### config.mk
export PLATFORM = sky130hd
export DESIGN_NAME = booth_radix4_seq_multiplier
export DESIGN_NICKNAME = d
export VERILOG_FILES = /design/src/rtl/booth_radix4_seq_multiplier.sv
export SDC_FILE = /design/constraint.sdc
export NUM_CORES = 1
export LEC_CHECK = 0
export CAP_MARGIN = 15
export CORE_AREA = 2 2 186 188
export DETAILED_ROUTE_END_ITERATION = 10
export DIE_AREA = 0 0 188 190
export HOLD_SLACK_MARGIN = 0.12
export REMOVE_ABC_BUFFERS = 1
export SLEW_MARGIN = 5
export SYNTH_ARGS = -nofsm -noshare
export SYNTH_HDL_FRONTEND = slang
export SYNTH_SLANG_ARGS = --single-unit
### constraint.sdc
create_clock -name clk -period 5.6 [get_ports clk]
set_clock_uncertainty 0.05 [all_clocks]
set_input_delay 0.56 -clock clk [delete_from_list [all_inputs] [get_ports clk]]
set_output_delay 0.56 -clock clk [all_outputs]
set_load 0.1 [all_outputs]
### src/rtl/booth_radix4_seq_multiplier.sv
// booth_radix4_seq_multiplier: iterative radix-4 Booth multiplier retiring one digit per clock
module booth_radix4_seq_multiplier #(
    parameter int WIDTH = 24,
    parameter int EARLY_TERM = 0,
    localparam int E = (WIDTH % 2 == 0) ? WIDTH + 2 : WIDTH + 1,
    localparam int D = E / 2,
    localparam int CW = $clog2(D + 1)
) (
    input  logic                 clk,
    input  logic                 rst,
    input  logic                 in_valid,
    output logic                 in_ready,
    input  logic                 signed_mode,
    input  logic [WIDTH-1:0]     a,
    input  logic [WIDTH-1:0]     b,
    output logic                 out_valid,
    input  logic                 out_ready,
    output logic [2*WIDTH-1:0]   product,
    output logic                 busy,
    output logic [CW-1:0]        digits_used
);
    typedef enum logic [1:0] {IDLE, RUN, DONE} state_t;
    state_t state, state_n;
    logic [E:0] m, m_n;
    logic [2*E-1:0] bs, acc, acc_n, addend;
    logic [CW-1:0] cnt, cnt_n;
    logic [E-1:0] a_ext, b_ext;
    logic accept, finish;
    assign a_ext = {{(E-WIDTH){signed_mode & a[WIDTH-1]}}, a};
    assign b_ext = {{(E-WIDTH){signed_mode & b[WIDTH-1]}}, b};
    assign accept = state == IDLE && in_valid;
    // Booth digit decode and the post-step register values
    always_comb begin
        addend = (m[2:0] == 3'b001 || m[2:0] == 3'b010) ? bs :
                 (m[2:0] == 3'b011) ? bs << 1 :
                 (m[2:0] == 3'b100) ? -(bs << 1) :
                 (m[2:0] == 3'b101 || m[2:0] == 3'b110) ? -bs : '0;
        acc_n = acc + addend;
        m_n = {{2{m[E]}}, m[E:2]};
        cnt_n = cnt + CW'(1);
        finish = cnt_n == CW'(D) || (EARLY_TERM != 0 && (m_n == '0 || &m_n));
    end
    // state register
    always_ff @(posedge clk or posedge rst) begin
        if (rst) state <= IDLE;
        else state <= state_n;
    end
    // next state and handshake outputs; an unknown encoding falls back to IDLE
    always_comb begin
        in_ready = state == IDLE;
        out_valid = state == DONE;
        busy = state == RUN || state == DONE;
        state_n = accept ? RUN :
                  (state == RUN && finish) ? DONE :
                  (state == DONE && out_ready) ? IDLE :
                  (state == IDLE || state == RUN || state == DONE) ? state : IDLE;
    end
    // operand load, digit step and result capture
    always_ff @(posedge clk or posedge rst) begin
        if (rst) begin
            m <= '0;
            bs <= '0;
            acc <= '0;
            cnt <= '0;
            product <= '0;
            digits_used <= '0;
        end else if (accept) begin
            m <= {a_ext, 1'b0};
            bs <= {{E{b_ext[E-1]}}, b_ext};
            acc <= '0;
            cnt <= '0;
        end else if (state == RUN) begin
            m <= m_n;
            bs <= bs << 2;
            acc <= acc_n;
            cnt <= cnt_n;
            if (finish) begin
                product <= acc_n[2*WIDTH-1:0];
                digits_used <= cnt_n;
            end
        end
    end
endmodule

==> impl_metrics.tcl <==
set metrics [dict create \
    worst_pin_slew_ns 0.980 \
    pin_count 108 \
    antenna_left 0 \
    postSynthCellCount 1558 \
    path_cells "or4_1, or3_4, or4_4, buf_4, or3_1, xor2_1, o21ai_0, a21oi_1, ha_2, a21o_1, a21oi_1, nor2b_1, o41a_1, a211oi_2, a2111oi_2, buf_4, or4_1, nand2_1, o21ai_0" \
    synth_top_family_by_area "compound AO/OA/AOI/OAI gates" \
    synth_edf_count 0 \
    start_util 0.383 \
    synth-simple-area-share 0.171 \
    syn_area_sq_mm 0.0130 \
    die_w_um 188 \
    yosysWarnings 0 \
    wl_mm 39.3 \
    numCtsBuffers 17 \
    syn_area_per_cell_sq_um 8.34 \
    seq_area_frac_synth 0.349 \
    dp_hpwl_mm 28.6 \
    cp.required_ns 5.85 \
    endpoint_kind "flop" \
    critPathMaxStageDelay_ns 0.59 \
    cts_tree "built" \
    critPathBufInv 2 \
    hold_viol 0 \
    ff2ff_setup_slack_ns 0.24 \
    grt_pass1_vias 11400 \
    coreArea_sq_mm 0.0339 \
    fmax_mhz 187 \
    synthAdderAreaFrac 0.0557 \
    gp_congestion 0.945 \
    drive_above_1_share 0.107 \
    clkTransAtPathRegs_ns 0.08 \
    crit_arrival_ns 5.60 \
    status "completed" \
    synth-xor-area-share 0.0553 \
    ys_async_sr_fraction 1.00 \
    finalMaxSlewViolations 0 \
    h-tree-depth 4 \
    rsz0062_at_grt "false" \
    rows 68 \
    viasPerCell 5.62 \
    setup_viol 0 \
    path_max_fanout 6 \
    die_h_um 190 \
    cts-resized-gates 0 \
    cp-start-kind "flop" \
    drc 0 \
    drt_iter0_drc 1111 \
    min_period_ns 5.36 \
    vias 12000 \
    area_delta_synth_final_pct 19.8 \
    holdWs_ns 0.431 \
    hold_path.class "flop to flop" \
    ctsHoldBuffers 0 \
    layout_worst_path_cycle_share 0.956 \
    synth_mux_area_frac 0.107 \
    cp_top_family "simple AND/OR/NAND/NOR gates" \
    antenna_found_initial 0 \
    grt_max_degree 111 \
    fin_nets 1773 \
    synthDistinctLibCells 70 \
    root_buffer "clkbuf_16" \
    cts_buffer_depth 2 \
    grt_pass1_wl_mm 63.4 \
    wl_per_cell_um 18.4 \
    clkSinkCount 181 \
    worstSkewPairLatency_ns 0.45 \
    worstSetupPathType "flop to flop" \
    drtPass1Iterations 5 \
    grt_use_total 0.221 \
    cp_slowest_cell "or4_1" \
    synth_compound_area_frac 0.220 \
    ys.flop_type "dfrtp_1" \
    overflow 0 \
    maxCapViolCount 0 \
    synth-seq-cells 181 \
    port_buffers 107 \
    cts_setup_buffers 0 \
    max_slew_margin 0.345 \
    die_area_sq_mm 0.0357 \
]
-- worst paths after layout --
| kind | from | endpoint | depth (start not counted) |
|---|---|---|---|
| hold reg to reg | digits_used[2] | digits_used[2] | 1 |
| setup reg to reg | bs[18] | product[40] | 19 |
| setup / recovery | bs[18] | product[40] | 19 |
| min in group asynchronous | rst | digits_used[1] | 2 |
| max in group asynchronous | rst | product[9] | 3 |
| hold / removal | digits_used[2] | digits_used[2] | 1 |
-- per-stage QoR --
stage	setup WS, ns	setup TNS [ns]	instances	area [sq um]	utilization
detailed placement	0.176	0	2102	14900	0.440
global route	0.0150	0	2134	15600	0.459
floorplan	-2.91	-159.44	1443	12500	-
CTS	0.158	0	2134	15500	0.458
global placement	0.222	0	2102	14900	0.440
finish	0.245	0	2135	15600	0.459
-- final cells by class --
class | count | area (sq um)
clock inverter | 15 | 173
antenna | 1 | 2.50
inverter | 30 | 120
timing repair buffer | 204 | 1800
tap | 455 | 569
clock buffer | 17 | 425
sequential | 181 | 4530
fill | 3334 | 18400
multi-input combinational | 1232 | 7950
-- metal layers --
metal,GRT usage,up-vias,share of wire
met5,0,-,0
met3,0.0347,56,0.055
met1,0.319,5697,0.49
li1,-,5847,-
met2,0.336,393,0.43
met4,0.0769,0,0.024
-- cells in the final DEF, fill, tap and decap left out, types with 10 or more instances in the layout --
cell,count
a211oi_1,15
a21o_1,18
a21oi_1,90
a221oi_1,15
a22oi_1,11
and3_1,10
buf_4,97
clkbuf_16,17
clkdlybuf4s50_1,107
dfrtp_1,181
ha_1,51
inv_1,27
mux2_2,28
mux2i_1,107
nand2_1,185
nand2b_1,16
nand3_1,26
nor2_1,150
nor3_1,28
o21a_1,13
o21ai_0,194
o21bai_1,10
o22ai_1,11
or3_1,20
xnor2_1,47
xor2_1,35
-- worst register-to-register path: cells and delay by family (launching register included) --
family | cells | cell delay [ns]
xor+xnor | 1 | 0.15
buf+inv | 2 | 0.32
flops | 1 | 0.43
compound gates | 8 | 1.43
fa+ha+maj | 1 | 0.33
simple gates | 7 | 2.48
-- kinds of logic (layout without fill, tap and decap cells) --
| family | after synthesis | in the layout |
|---|---|---|
| simple gates | 493 | 493 |
| compound gates | 464 | 464 |
| flops | 181 | 181 |
| buf+inv | 145 | 266 |
| mux | 135 | 135 |
| xor+xnor | 82 | 82 |
| fa+ha+maj | 58 | 58 |
| other cells | 0 | 1 |
-- flip-flops by register name (all words and copies together), names as in the netlist --
name,count
product,48
m,27
bs,48
acc,48
state,2
cnt,4
digits_used,4
-- cell usage after synthesis (11+ instances only) --
library cell | number | area share
o22ai_1 | 11 | 0.0053
ha_1 | 53 | 0.051
or3_1 | 20 | 0.0096
mux2i_1 | 107 | 0.082
o21ai_0 | 196 | 0.075
a21o_1 | 18 | 0.010
clkbuf_1 | 100 | 0.029
a22oi_1 | 11 | 0.0064
a21oi_1 | 90 | 0.035
xnor2_1 | 47 | 0.032
nor3_1 | 28 | 0.011
mux2_2 | 28 | 0.024
a211oi_1 | 16 | 0.0092
nor2_1 | 150 | 0.043
nand2_1 | 185 | 0.053
nand3_1 | 26 | 0.010
xor2_1 | 35 | 0.024
o21a_1 | 13 | 0.0075
nand2b_1 | 16 | 0.0077
a221oi_1 | 16 | 0.011
dfrtp_1 | 181 | 0.35
inv_1 | 28 | 0.0081
Power is not shown: default switching activity piles up to over one toggle a cycle in this logic, so the estimate is an artifact.
